File: config.mk
export PLATFORM = sky130hd
export DESIGN_NAME = alu_operand_stager
export DESIGN_NICKNAME = d
export VERILOG_FILES = /design/src/rtl/alu_operand_stager_pkg.sv /design/src/rtl/token_fifo.sv /design/src/rtl/alu_operand_stager.sv
export SDC_FILE = /design/constraint.sdc
export NUM_CORES = 1
export LEC_CHECK = 0
export ABC_AREA = 1
export BUFFER_PORTS_ARGS = -buffer_cell sky130_fd_sc_hd__buf_2
export CAP_MARGIN = 20
export CORE_MARGIN = 10
export CORE_UTILIZATION = 32
export CTS_CLUSTER_DIAMETER = 50
export DETAILED_ROUTE_END_ITERATION = 6
export GPL_ROUTABILITY_DRIVEN = 1
export GPL_TIMING_DRIVEN = 0
export PLACE_DENSITY_LB_ADDON = 0.25
export SLEW_MARGIN = 10
export SYNTH_ARGS = -nofsm -noshare
export SYNTH_HDL_FRONTEND = slang
export SYNTH_SLANG_ARGS = --single-unit
File: constraint.sdc
create_clock -name clock -period 3.25 [get_ports clock]
set_input_delay 0.1625 -clock clock [delete_from_list [all_inputs] [get_ports clock]]
set_output_delay 0.1625 -clock clock [all_outputs]
set_load 0.02 [all_outputs]
File: src/rtl/alu_operand_stager_pkg.sv
// rtl/alu_operand_stager_pkg.sv - token types (pkg_en) and shared ALU front-end constants (pkg_alu)
// FTk_t carries the optional id field only when EXTEND is defined.
package pkg_en;
  localparam int W_DATA = 32;
  localparam int W_ID   = 8;

  typedef struct packed {
    logic              v;
    logic              a;
    logic              c;
    logic              r;
`ifdef EXTEND
    logic [W_ID-1:0]   i;
`endif
    logic [W_DATA-1:0] d;
  } FTk_t;

  localparam int W_FTK_CTRL = $bits(FTk_t) - W_DATA;

  typedef struct packed {
    logic t;
    logic v;
    logic c;
    logic n;
  } BTk_t;
endpackage

package pkg_alu;
  localparam int DEPTH_FIFO_DEF = 4;

  // One slot stays free for a token already in flight when nack rises.
  function automatic int nack_threshold(input int depth);
    return depth - 1;
  endfunction
endpackage

File: src/rtl/token_fifo.sv
// rtl/token_fifo.sv - shallow token FIFO with flush and overflow detect
// Flush wins over push and pop; a push on a full FIFO is accepted only if a pop frees the slot.
module token_fifo
  import pkg_en::*;
#(
  parameter int WIDTH_DATA = W_DATA,
  parameter int DEPTH_FIFO = 4
) (
  input  logic                               clock,
  input  logic                               reset,
  input  logic                               push_i,
  input  logic [WIDTH_DATA+W_FTK_CTRL-1:0]   data_i,
  input  logic                               pop_i,
  input  logic                               flush_i,
  output logic [WIDTH_DATA+W_FTK_CTRL-1:0]   head_o,
  output logic [$clog2(DEPTH_FIFO):0]        count_o,
  output logic                               full_o,
  output logic                               empty_o,
  output logic                               overflow_o
);
  localparam int PTR_W = $clog2(DEPTH_FIFO);
  localparam int CNT_W = PTR_W + 1;
  localparam int ENT_W = WIDTH_DATA + W_FTK_CTRL;
  localparam logic [CNT_W-1:0] CNT_FULL = CNT_W'(DEPTH_FIFO);

  logic [ENT_W-1:0] mem_q [DEPTH_FIFO];
  logic [PTR_W-1:0] wr_ptr_q, wr_ptr_d;
  logic [PTR_W-1:0] rd_ptr_q, rd_ptr_d;
  logic [CNT_W-1:0] count_q, count_d;
  logic             do_push, do_pop;

  assign full_o     = (count_q == CNT_FULL);
  assign empty_o    = (count_q == '0);
  assign do_pop     = pop_i & ~empty_o;
  assign do_push    = push_i & (~full_o | do_pop);
  assign overflow_o = push_i & ~do_push & ~flush_i;
  assign head_o     = mem_q[rd_ptr_q];
  assign count_o    = count_q;

  always_comb begin
    wr_ptr_d = wr_ptr_q;
    rd_ptr_d = rd_ptr_q;
    count_d  = count_q;
    if (flush_i) begin
      wr_ptr_d = '0;
      rd_ptr_d = '0;
      count_d  = '0;
    end else begin
      if (do_push) wr_ptr_d = wr_ptr_q + PTR_W'(1);
      if (do_pop)  rd_ptr_d = rd_ptr_q + PTR_W'(1);
      count_d = count_q + CNT_W'(do_push) - CNT_W'(do_pop);
    end
  end

  always_ff @(posedge clock or negedge reset) begin
    if (!reset) begin
      wr_ptr_q <= '0;
      rd_ptr_q <= '0;
      count_q  <= '0;
    end else begin
      wr_ptr_q <= wr_ptr_d;
      rd_ptr_q <= rd_ptr_d;
      count_q  <= count_d;
    end
  end

  // Storage is not reset; validity is tracked by the count alone.
  always_ff @(posedge clock) begin
    if (do_push && !flush_i) mem_q[wr_ptr_q] <= data_i;
  end
endmodule

File: src/rtl/alu_operand_stager.sv
// rtl/alu_operand_stager.sv - buffers A/B operand token streams and issues aligned pairs to an ALU
// Optional OPERAND_STICKY_EN: a B token with a=1,r=0 is held as a reusable B operand until a B token with r=1.
module alu_operand_stager
  import pkg_en::*;
  import pkg_alu::*;
#(
  parameter int WIDTH_DATA = W_DATA,
  parameter int DEPTH_FIFO = DEPTH_FIFO_DEF
) (
  input  logic clock,
  input  logic reset,
  input  logic I_En,
  input  FTk_t I_OperandA,
  input  FTk_t I_OperandB,
  output BTk_t O_BTk_A,
  output BTk_t O_BTk_B,
  output FTk_t O_OperandA,
  output FTk_t O_OperandB,
  input  BTk_t I_BTk,
  output logic O_Err
);
  localparam int CNT_W = $clog2(DEPTH_FIFO) + 1;
  localparam int ENT_W = WIDTH_DATA + W_FTK_CTRL;
  localparam logic [CNT_W-1:0] NACK_CNT = CNT_W'(nack_threshold(DEPTH_FIFO));

  logic             flush, issue;
  logic             push_a, push_b, pop_a, pop_b;
  logic [ENT_W-1:0] head_a_raw, head_b_raw;
  FTk_t             head_a, head_b, fifo_head_b;
  logic             head_b_valid;
  logic [CNT_W-1:0] count_a, count_b;
  logic             full_a, full_b, empty_a, empty_b, ovf_a, ovf_b;
  logic             err_q, err_d;
  logic             unused_full;

  assign flush       = I_BTk.t;
  assign head_a      = FTk_t'(head_a_raw);
  assign fifo_head_b = FTk_t'(head_b_raw);
  assign unused_full = full_a ^ full_b;
  assign push_a      = I_OperandA.v;
  assign pop_a       = issue;
  assign issue       = I_En & ~empty_a & head_b_valid & ~I_BTk.n;

`ifdef OPERAND_STICKY_EN
  FTk_t stk_q, stk_d;
  logic stk_v_q, stk_v_d;
  logic b_capture;

  assign b_capture = I_OperandB.v & I_OperandB.a & ~I_OperandB.r;

  always_comb begin
    stk_d   = stk_q;
    stk_v_d = stk_v_q;
    if (flush) begin
      stk_v_d = 1'b0;
    end else if (b_capture) begin
      stk_d   = I_OperandB;
      stk_v_d = 1'b1;
    end else if (I_OperandB.v && I_OperandB.r) begin
      stk_v_d = 1'b0;
    end
  end

  always_ff @(posedge clock or negedge reset) begin
    if (!reset) begin
      stk_q   <= '0;
      stk_v_q <= 1'b0;
    end else begin
      stk_q   <= stk_d;
      stk_v_q <= stk_v_d;
    end
  end

  assign push_b       = I_OperandB.v & ~b_capture;
  assign head_b       = stk_v_q ? stk_q : fifo_head_b;
  assign head_b_valid = stk_v_q | ~empty_b;
  assign pop_b        = issue & ~stk_v_q;
`else
  assign push_b       = I_OperandB.v;
  assign head_b       = fifo_head_b;
  assign head_b_valid = ~empty_b;
  assign pop_b        = issue;
`endif

  token_fifo #(.WIDTH_DATA(WIDTH_DATA), .DEPTH_FIFO(DEPTH_FIFO)) u_fifo_a (
    .clock      (clock),
    .reset      (reset),
    .push_i     (push_a),
    .data_i     (I_OperandA),
    .pop_i      (pop_a),
    .flush_i    (flush),
    .head_o     (head_a_raw),
    .count_o    (count_a),
    .full_o     (full_a),
    .empty_o    (empty_a),
    .overflow_o (ovf_a)
  );

  token_fifo #(.WIDTH_DATA(WIDTH_DATA), .DEPTH_FIFO(DEPTH_FIFO)) u_fifo_b (
    .clock      (clock),
    .reset      (reset),
    .push_i     (push_b),
    .data_i     (I_OperandB),
    .pop_i      (pop_b),
    .flush_i    (flush),
    .head_o     (head_b_raw),
    .count_o    (count_b),
    .full_o     (full_b),
    .empty_o    (empty_b),
    .overflow_o (ovf_b)
  );

  always_comb begin
    O_OperandA   = head_a;
    O_OperandA.v = issue;
    O_OperandB   = head_b;
    O_OperandB.v = issue;
    O_BTk_A      = '{t: I_BTk.t, v: I_BTk.v, c: I_BTk.c, n: (count_a >= NACK_CNT)};
    O_BTk_B      = '{t: I_BTk.t, v: I_BTk.v, c: I_BTk.c, n: (count_b >= NACK_CNT)};
  end

  assign err_d = err_q | ovf_a | ovf_b;

  always_ff @(posedge clock or negedge reset) begin
    if (!reset) err_q <= 1'b0;
    else        err_q <= err_d;
  end

  assign O_Err = err_q;
endmodule

==> run_results.csv <==
group,metric,value,unit
clocking,cts_buffer_depth,3,
sta,period_needed,2.33,ns
finish,area_growth,30.6,%
global_routing,grt_pass1_vias,7579,
yosys,synth-xor-area-share,0.00308,
yosys,synth_adder_area_share,0.0189,
finish,multi_input_area,2250,um^2
clocking,cts_resized,0,
hold_path,min_from,"I_BTk[0]",
floorplanning,initial_core_util,0.323,
global_routing,grt_max_degree,25,
floorplanning,fp-row-count,69,
sta,hold_viol,0,
run_status,outcome,"finished, final reports clean",
clocking,cts_made_buffers,37,
setup_path,critPathMaxStageDelay,0.35,ns
global_routing,antenna_found_initial,1,
yosys,synth_cells,808,
route,drt-initial-drc-count,380,
yosys,synth-seq-cells,295,
sta,setup_viol,0,
yosys,syn_avg_cell_area,14.1,um^2
setup_path,r2r_cells,7,
placed_design,placedCellCount,1434,
sta,setup_tns,0,ns
placed_design,io_buffers,157,
placed_design,hpwl,18400,um
power,ir_drop,0.000452,V
global_routing,grt_pass1_wl,44200,um
hold_path,hold-path-endpoint,"O_Err",
yosys,ys_seq_area_frac,0.771,
floorplanning,die-width,209,um
finish,final_cells,1569,
sta,slew_viol_final,0,
setup_path,cp-start-kind,"flop",
yosys,synthSimpleGateAreaFrac,0.0675,
sta,max_freq,0.430,GHz
sta,finalCritPeriodShare,0.716,
setup_path,r2r_end,"u_fifo_a.mem_q[2][23]",
clocking,clkTransAtPathRegs,0.06,ns
global_routing,gr-total-overflow,0,
finish,fillCellCount,3259,
route,wl,28700,um
setup_path,critPathSlowestCell,"dfrtp_1",
sta,finClkSkew,0.0161,ns
clocking,cts.sinks,295,
clocking,cts_max_level,2,
setup_path,reg2reg_from,"u_fifo_a.count_o[1]",
floorplanning,ios,160,
setup_path,critPathRequiredTime,3.09,ns
yosys,mappedNetlistArea,11400,um^2
finish,drive_gt1_frac,0.259,
global_routing,grt.total_usage,0.127,
power,p_leak,5.50,nW
sta,worst_slew_pin_slew,0.688,ns
run,cap_viol_max_count,0,
sta,whs,0.0737,ns
clocking,cts-root-buf,"clkbuf_16",
setup_path,crit_arrival,2.16,ns
setup_path,path_max_fanout,10,
placed_design,place_area,13000,um^2
yosys,yosys_warnings,0,
sta,grt_setup_unrepaired,"false",
hold_path,holdPathStages,5,
setup_path,crit_type,"reg2out",
floorplanning,die_area,43500,um^2
setup_path,crit_chain,"buf_2, inv_2, buf_2, o21ai_0, o22ai_1, buf_2",
sta,relSlewSlack,0.540,
finish,regArea,8780,um^2
yosys,synthesis.nets,903,
route,antenna_left,0,
hold_path,worstHoldPathType,"in2reg",
setup_path,cp-startpoint,"u_fifo_a.rd_ptr_q[1]",
yosys,synth_top_family_by_area,"compound AO/OA/AOI/OAI gates",
yosys,synth_compound_area_frac,0.103,
placed_design,place_congestion,0.731,
route,via_count,7400,
route,drt_drc_violations_left,0,
yosys,yosys.cell_types.count,23,
floorplanning,coreArea,35300,um^2
finish,final_util,0.421,
yosys,muxShareOfSynthArea,0,
route,dr.pass1.iters,4,
setup_path,cpMostUsedCell,"buf_2",
route,wire_per_inst,18.3,um
finish,fin_nets,1181,
setup_path,crit_path_end_kind,"output pin",
clocking,clk_latency,0.51,ns
floorplanning,die_h,209,um
route,vias_per_cell,4.72,
clocking,tritoncts,"done",
setup_path,rrSetupSlack,1.08,ns
power,powerDensity,677,nW/um^2
finish,design_area,14900,um^2
## layout by cell type (no fill, tap or decap), types with 3 or more instances in the layout
| master | count |
|---|---|
| clkbuf_2 | 9 |
| buf_4 | 11 |
| nor2_4 | 8 |
| nand3_1 | 10 |
| nor2_1 | 149 |
| edfxtp_1 | 280 |
| nand2_1 | 11 |
| xor2_1 | 4 |
| dfrtp_1 | 15 |
| bufinv_16 | 3 |
| inv_6 | 6 |
| o21ai_0 | 127 |
| clkbuf_16 | 37 |
| ha_1 | 14 |
| nand4_1 | 4 |
| buf_2 | 187 |
| buf_12 | 6 |
| clkinv_2 | 4 |
| o22ai_1 | 70 |
| inv_2 | 4 |
| inv_1 | 27 |
| clkbuf_1 | 9 |
| dlygate4sd3_1 | 74 |
| o21ai_1 | 19 |
| nand2_2 | 4 |
## cells by family (layout without fill, tap and decap cells)
| family | after synthesis | in the layout |
|---|---|---|
| AOI/OAI and AO/OA | 216 | 216 |
| xor gates and xnor gates | 4 | 4 |
| adders and majority gates | 16 | 16 |
| buffers and inverters | 86 | 385 |
| DFF | 295 | 295 |
| other | 0 | 1 |
| and+or+nand+nor | 191 | 191 |
## metrics by stage
| stage | total power [mW] | setup WS (ns) |
|---|---|---|
| after floorplan | 5.55 | 0.488 |
| after global placement | 6.20 | -0.943 |
| after detailed placement | 6.25 | 1.04 |
| after CTS | 10.2 | 0.907 |
| after global routing | 10.5 | 0.838 |
| final | 10.1 | 0.923 |
## Yosys cell counts
cell type,instances,area share
nand3b_1,1,0.00066
inv_2,4,0.0013
clkbuf_2,9,0.0040
edfxtp_1,280,0.74
inv_4,2,0.0011
nand3_2,2,0.0018
o22ai_1,70,0.038
dfrtp_1,15,0.033
inv_1,27,0.0089
fa_1,2,0.0035
clkbuf_1,3,0.00099
ha_1,14,0.015
buf_2,30,0.013
nand2_2,4,0.0022
nand3_1,10,0.0044
buf_4,11,0.0073
o21ai_1,19,0.0083
nand4_1,4,0.0022
xor2_1,4,0.0031
nor3_1,2,0.00088
nand2_1,11,0.0036
o21ai_0,127,0.056
nor2_1,157,0.052
## flip-flops by register name, indices dropped and copies added, names as in the netlist
register and count:
u_fifo_b.wr_ptr_q 2, u_fifo_b.rd_ptr_q 2, u_fifo_a.count_o 3, u_fifo_a.rd_ptr_q 2, u_fifo_b.count_o 3, u_fifo_a.wr_ptr_q 2
u_fifo_b.mem_q 140, u_fifo_a.mem_q 140, O_Err 1
## where the power goes
group	total [mW]	internal, mW	leakage (nW)	switching, mW
combinational	1.74	0.574	2.20	1.17
clock	3.86	2.34	0.562	1.52
sequential	4.47	4.40	2.74	0.0732
total	10.1	7.31	5.50	2.76
## area by class of cell
| class | count | area share |
|---|---|---|
| sequential | 295 | 0.591 |
| multi-input combinational | 427 | 0.151 |
| timing repair buffer | 239 | 0.114 |
| clock buffer | 43 | 0.0638 |
| tap | 461 | 0.0388 |
| buffer | 53 | 0.0194 |
| clock inverter | 17 | 0.0128 |
| inverter | 33 | 0.00867 |
| antenna | 1 | 0.000168 |
## metal layers
metal  routed length (um)  up-vias  GRT usage
met5                    0        -          0
met4                  470        0     0.0332
met3                 1930       42     0.0353
met2                13700      210      0.213
met1                12600     3605      0.159
li1                     -     3543          -
## critical path: cells and delay by family (launching register included)
family	cells	cell delay [ns]
flops	1	0.35
buf+inv	4	0.91
compound gates	2	0.41
## what timing repair did
action | in CTS | in global routing
hold buffers | 74 | 0
endpoints found under the hold margin | 306 | 0
buffers inserted | 0 | 0
## worst max-delay path by stage
| stage | to | cells after the start |
|---|---|---|
| 6_report | O_OperandA[29] | 6 |
| 5_1_grt | O_OperandA[29] | 6 |
| 4_1_cts | O_OperandA[25] | 6 |
| 3_5_place_dp | u_fifo_a.mem_q[2][13] | 7 |
| 3_3_place_gp | u_fifo_b.mem_q[0][11] | 8 |
| 2_1_floorplan | u_fifo_b.mem_q[0][0] | 8 |
(Power assumes the default switching activity.)
